--- src/rtl/multicycle_control_fsm.sv ---
// Multicycle RV32I control sequencer: FETCH/DECODE/EXECUTE/MEM/WB with bounded memory wait.
// Optional perf counters are enabled by defining MC_CTRL_PERF_CNT_EN.
module multicycle_control_fsm #(
   parameter int unsigned MEM_WAIT_MAX = 255,
   parameter int unsigned CNT_W        = 32
) (
   input  logic             clk,
   input  logic             reset,
   input  logic [6:0]       op,
   input  logic [2:0]       funct3,
   input  logic             zero,
   input  logic             neg,
   input  logic             mem_ready,
   output logic             mem_req,
   output logic [1:0]       ALUOp,
   output logic [1:0]       ALUSrcA,
   output logic [1:0]       ALUSrcB,
   output logic [1:0]       ResultSrc,
   output logic             AdrSrc,
   output logic             IRWrite,
   output logic             PCWrite,
   output logic             RegWrite,
   output logic             MemWrite,
   output logic             illegal_op,
   output logic             bus_err,
   output logic [CNT_W-1:0] cycle_cnt,
   output logic [CNT_W-1:0] instret_cnt
);

   localparam int unsigned WAIT_W = (MEM_WAIT_MAX < 1) ? 1 : $clog2(MEM_WAIT_MAX + 1);

   typedef enum logic [3:0] {
      S_FETCH,
      S_DECODE,
      S_MEMADR,
      S_MEMREAD,
      S_MEMWB,
      S_MEMWRITE,
      S_EXECUTER,
      S_EXECUTEI,
      S_JAL,
      S_ALUWB,
      S_BEQ
   } state_t;

   state_t            state;
   state_t            state_nxt;
   logic [WAIT_W-1:0] wait_cnt;
   logic              mem_state;
   logic              timeout;
   logic              taken;

   assign mem_state = (state == S_FETCH) || (state == S_MEMREAD) || (state == S_MEMWRITE);
   assign timeout   = mem_state && !mem_ready && (wait_cnt == WAIT_W'(MEM_WAIT_MAX));

   always_comb begin
      case (funct3)
         3'b000:  taken = zero;
         3'b001:  taken = ~zero;
         3'b100:  taken = neg;
         default: taken = 1'b0;
      endcase
   end

   // wait_cnt is zero outside memory states, so clearing on any non-stall cycle covers state exit
   always_ff @(posedge clk) begin
      if (reset) begin
         state    <= S_FETCH;
         wait_cnt <= '0;
      end else begin
         state <= state_nxt;
         if (mem_state && !mem_ready && !timeout)
            wait_cnt <= wait_cnt + 1'b1;
         else
            wait_cnt <= '0;
      end
   end

   always_comb begin
      state_nxt = state;
      case (state)
         S_FETCH:    if (mem_ready) state_nxt = S_DECODE;
         S_DECODE: begin
            case (op)
               7'b0000011, 7'b0100011: state_nxt = S_MEMADR;
               7'b0110011:             state_nxt = S_EXECUTER;
               7'b0010011:             state_nxt = S_EXECUTEI;
               7'b1101111:             state_nxt = S_JAL;
               7'b1100011:             state_nxt = S_BEQ;
               default:                state_nxt = S_FETCH;
            endcase
         end
         S_MEMADR:   state_nxt = op[5] ? S_MEMWRITE : S_MEMREAD;
         S_MEMREAD:  if (mem_ready) state_nxt = S_MEMWB;
         S_MEMWB:    state_nxt = S_FETCH;
         S_MEMWRITE: if (mem_ready) state_nxt = S_FETCH;
         S_EXECUTER: state_nxt = S_ALUWB;
         S_EXECUTEI: state_nxt = S_ALUWB;
         S_JAL:      state_nxt = S_ALUWB;
         S_ALUWB:    state_nxt = S_FETCH;
         S_BEQ:      state_nxt = S_FETCH;
         default:    state_nxt = S_FETCH;
      endcase
      if (timeout)
         state_nxt = S_FETCH;
   end

   always_comb begin
      mem_req    = 1'b0;
      ALUOp      = 2'b00;
      ALUSrcA    = 2'b00;
      ALUSrcB    = 2'b00;
      ResultSrc  = 2'b00;
      AdrSrc     = 1'b0;
      IRWrite    = 1'b0;
      PCWrite    = 1'b0;
      RegWrite   = 1'b0;
      MemWrite   = 1'b0;
      illegal_op = 1'b0;
      bus_err    = timeout;
      case (state)
         S_FETCH: begin
            mem_req   = 1'b1;
            ALUSrcB   = 2'b10;
            ResultSrc = 2'b10;
            IRWrite   = mem_ready;
            PCWrite   = mem_ready;
         end
         S_DECODE: begin
            ALUSrcA = 2'b01;
            ALUSrcB = 2'b01;
            case (op)
               7'b0000011, 7'b0100011, 7'b0110011,
               7'b0010011, 7'b1101111, 7'b1100011: illegal_op = 1'b0;
               default:                            illegal_op = 1'b1;
            endcase
         end
         S_MEMADR: begin
            ALUSrcA = 2'b10;
            ALUSrcB = 2'b01;
         end
         S_MEMREAD: begin
            mem_req = 1'b1;
            AdrSrc  = 1'b1;
         end
         S_MEMWB: begin
            ResultSrc = 2'b01;
            RegWrite  = 1'b1;
         end
         S_MEMWRITE: begin
            mem_req  = 1'b1;
            AdrSrc   = 1'b1;
            MemWrite = !timeout;
         end
         S_EXECUTER: begin
            ALUSrcA = 2'b10;
            ALUOp   = 2'b10;
         end
         S_EXECUTEI: begin
            ALUSrcA = 2'b10;
            ALUSrcB = 2'b01;
            ALUOp   = 2'b10;
         end
         S_JAL: begin
            ALUSrcA = 2'b01;
            ALUSrcB = 2'b10;
            PCWrite = 1'b1;
         end
         S_ALUWB:    RegWrite = 1'b1;
         S_BEQ: begin
            ALUSrcA = 2'b10;
            ALUOp   = 2'b01;
            PCWrite = taken;
         end
         default: ;
      endcase
      // Reset presents the FETCH select pattern with every enable held low
      if (reset) begin
         mem_req    = 1'b0;
         ALUOp      = 2'b00;
         ALUSrcA    = 2'b00;
         ALUSrcB    = 2'b10;
         ResultSrc  = 2'b10;
         AdrSrc     = 1'b0;
         IRWrite    = 1'b0;
         PCWrite    = 1'b0;
         RegWrite   = 1'b0;
         MemWrite   = 1'b0;
         illegal_op = 1'b0;
         bus_err    = 1'b0;
      end
   end

`ifdef MC_CTRL_PERF_CNT_EN
   logic instret_inc;

   assign instret_inc = (state == S_MEMWB) || (state == S_ALUWB) || (state == S_BEQ) ||
                        ((state == S_MEMWRITE) && mem_ready);

   always_ff @(posedge clk) begin
      if (reset) begin
         cycle_cnt   <= '0;
         instret_cnt <= '0;
      end else begin
         cycle_cnt <= cycle_cnt + 1'b1;
         if (instret_inc)
            instret_cnt <= instret_cnt + 1'b1;
      end
   end
`else
   assign cycle_cnt   = '0;
   assign instret_cnt = '0;
`endif

endmodule

--- config.mk ---
export PLATFORM = sky130hd
export DESIGN_NAME = multicycle_control_fsm
export DESIGN_NICKNAME = d
export VERILOG_FILES = /design/src/rtl/multicycle_control_fsm.sv
export SDC_FILE = /design/constraint.sdc
export NUM_CORES = 1
export LEC_CHECK = 0
export ABC_CLOCK_PERIOD_IN_PS = 1600
export BUFFER_PORTS_ARGS = -buffer_cell sky130_fd_sc_hd__buf_2
export CORE_UTILIZATION = 43
export DETAILED_ROUTE_END_ITERATION = 16
export HOLD_SLACK_MARGIN = 0.02
export PLACE_DENSITY = 0.84
export SLEW_MARGIN = 20
export SYNTH_ARGS = -nofsm -noshare
export SYNTH_HDL_FRONTEND = slang
export SYNTH_SLANG_ARGS = --single-unit
--- constraint.sdc ---
create_clock -name clk -period 1.6 [get_ports clk]
set_input_delay 0.08 -clock clk [delete_from_list [all_inputs] [get_ports clk]]
set_output_delay 0.08 -clock clk [all_outputs]
set_load 0.02 [all_outputs]
==> summary.md <==
| Metric | Value |
|---|---|
| Die Width | `60.1 um` |
| Post-DRT Antenna Nets | `0` |
| Die Ht | `60.1 um` |
| Post-synth top flop | `dfxtp_1` |
| Data arrival, critical path | `1510 ps` |
| HPWL after DPL | `2.03 mm` |
| Layout Utilization | `51.1%` |
| Fillers | `340` |
| Clock Path Buffers | `2` |
| Comb pwr share | `35.4%` |
| Fin area | `0.00160 mm2` |
| Clk slew on worst S/H paths | `80 ps` |
| Unrepaired setup endpoints after global routing | `yes` |
| Max Clk Rate | `0.630 GHz` |
| Worst path slowest cell | `dfxtp_4` |
| Die Footprint | `0.00362 mm2` |
| # diodes | `0` |
| Setup CP Type | `reg2out` |
| Async set-reset flop share out of synthesis | `0%` |
| Vias | `1198` |
| Core outline area | `0.00313 mm2` |
| Post-layout min period | `1590 ps` |
| Top delay family on crit path | `flip-flops` |
| Num CTS Buffers | `3` |
| Total Routed Length | `2.67 mm` |
| Area Growth Syn to Fin | `9.98%` |
| # clock sinks | `12` |
| I/O Pins | `95` |
| Grt ovf | `0` |
| Fin nets | `249` |
| Routing usage on met3 | `1.30%` |
| Root Driver | `clkbuf_4` |
| GRT Total Usage | `14.1%` |
| FP Rows | `20` |
| Share of cells above drive strength 1 | `30.6%` |
| Clock insertion delay at the later pin of the skew report | `280 ps` |
| Largest net degree at the start of global routing | `17` |
| Max incr delay on CP | `360 ps` |
| Max-cap violations | `0` |
| Yosys warnings | `0` |
| Vias in the first global route | `934` |
| GR Util met2 | `26.4%` |
| Drt wl/cell | `9.66 um` |
| Final Hold Vio Count | `0` |
| Initial antenna violation count | `0` |
| Switching power share of the total | `39.2%` |
| Drt initial violations | `29` |
| RePlAce Congestion | `0.834` |
| Most used routing layer | `met2` |
| Worst hold margin | `157 ps` |
| Cell Area, Synth | `0.00145 mm2` |
| First-pass GRT wire length | `3.91 mm` |
| Status | `completed` |
| Port Buffers | `30` |
| Register area | `256 um2` |
| Starting Density | `46.5%` |
| Fin crit share | `99.2%` |
| Worst reg2reg setup slack | `120 ps` |
| Crit path launch type | `flip-flop` |
| Internal Dissipation | `517 uW` |
| Area post-placement | `0.00144 mm2` |
| Number of synthesized register bits | `12` |
| Critical Path Fanout Max | `3` |
| Drt drc | `0` |
| Seq pwr share | `36.0%` |
| Leakage | `0.000746 uW` |
| Class of the worst hold path | `in2reg` |
| Cells after Synth | `195` |
| Final setup viols | `0` |
| Worst Path Buf+Inv | `1` |
| Seq/Total Area, Yosys | `16.5%` |
| Power, Total | `851 uW` |
| Clk_skew | `10.5 ps` |
| CTS tree | `built` |
| Drt pass-1 iters | `4` |
| Worst VDD drop | `0.411 mV` |
| Yosys cell types | `48` |
| Clock network power share | `28.6%` |
| EDFF count, synth | `0` |
| PD cells | `532 mW/mm2` |
| Multi-input logic area | `956 um2` |
| Number of H-tree levels | `1` |
| Vias per inst | `4.34` |
| CTS Hold Bufs | `0` |
| Grt met1 use | `16.8%` |
| Crit-path cells | `ha_4 -> nand3_4 -> nor3_2 -> a31o_2 -> nor4_2 -> buf_4` |
| CP endpoint kind | `output pin` |
| Max-slew violations | `0` |
| Crit path required time | `1520 ps` |
| Avg Cell Area, Syn | `7.46 um2` |
| Sw Pwr | `334 uW` |
-- timing repair --
action                     4_1_cts  5_1_grt
cloned                           0        0
pin swaps                        3        3
setup endpoints to repair        5        8
gates resized for setup         12       12
buffers inserted                 1        4
-- worst register-to-register path, cell delays in order (launching register included) --
cell and delay, ps:
dfxtp_4 370, buf_6 150, o32a_1 350, a2bb2oi_1 140, a2111oi_2 340
-- sequential cells by signal (all words and copies together) (netlist names) --
signal,count
state,4
wait_cnt,8
-- cell usage in the layout (no fill, tap or decap), types with 4 or more instances in the layout --
master | Yosys | final
conb_1 | 1 | 64
buf_2 | 4 | 28
nor2_1 | 21 | 20
buf_4 | 67 | 13
nand2_1 | 10 | 10
dfxtp_1 | 12 | 7
xnor2_1 | 6 | 6
nand2b_1 | 4 | 4
nor3_1 | 5 | 4
a21oi_1 | 4 | 4
inv_1 | 4 | 4
dfxtp_4 | 0 | 4
-- path summary, 6_finish.rpt --
| kind | start | cells after the start | endpoint |
|---|---|---|---|
| max | wait_cnt[0] | 6 | MemWrite |
| min | op[6] | 4 | state[1] |
| max reg2reg | state[1] | 4 | state[2] |
| min reg2reg | wait_cnt[0] | 1 | wait_cnt[0] |
-- cell families (layout without fill, tap and decap cells) --
kind of cell | after synthesis | count (layout) | share of synthesized area, %
XOR/XNOR | 9 | 9 | 5.42
buffers and inverters | 78 | 52 | 38.3
other | 1 | 64 | 0.258
multiplexers | 1 | 1 | 0.688
AO/OA/AOI/OAI | 27 | 27 | 13.5
AND/OR/NAND/NOR | 66 | 66 | 24.4
flip-flops | 12 | 12 | 16.5
adder cells (fa/ha/maj) | 1 | 1 | 0.860
-- cells in the mapped netlist (2+ instances only) --
master    instances  area [um2]
xnor2_1           6        52.6
or2_2             2        12.5
o22ai_1           2        12.5
a21oi_1           4        20.0
clkbuf_1          2        7.51
o21ai_0           2        10.0
buf_2             4        20.0
nand3b_1          3        22.5
nor2b_1           2        12.5
nand2b_1          4        25.0
xor2_1            3        26.3
nand2_1          10        37.5
buf_4            67         503
and3_1            2        12.5
a31oi_1           3        18.8
inv_1             4        15.0
nor2_1           21        78.8
o21bai_1          2        15.0
nor4_1            2        12.5
a211oi_1          2        15.0
dfxtp_1          12         240
nand3_1           4        20.0
nor3b_1           2        15.0
a21o_1            2        15.0
nor3_1            5        25.0
-- power by group through the flow --
stage / clock network [uW] / logic (uW) / registers, uW
2_1_floorplan: 0 / 351 / 312
3_3_place_gp: 0 / 281 / 314
3_5_place_dp: 0 / 282 / 315
4_1_cts: 252 / 287 / 311
5_1_grt: 263 / 328 / 307
6_report: 243 / 301 / 307
-- stage by stage --
stage | std cells | setup slack [ps] | TNS (ps)
5_1_grt | 276 | -46.1 | -121
2_1_floorplan | 258 | -0.463 | -0.463
6_report | 276 | 12.6 | 0
3_3_place_gp | 267 | 104 | 0
4_1_cts | 272 | -4.37 | -4.37
3_5_place_dp | 267 | 70.6 | 0
-- routing by layer --
metal	share of wire [%]	vias to the layer above
met4	0	0
met1	43	548
li1	-	604
met3	4.7	0
met2	53	46
met5	0	-
-- cell type report --
class	count	share of cell area (%)
clock buffers	4	2.27
well taps	44	3.44
multi-input cells	168	59.8
inverters	4	0.939
repair buffers	44	17.5
flip-flops and latches	12	16.0
Note: power is estimated with default switching activity, not from simulation.
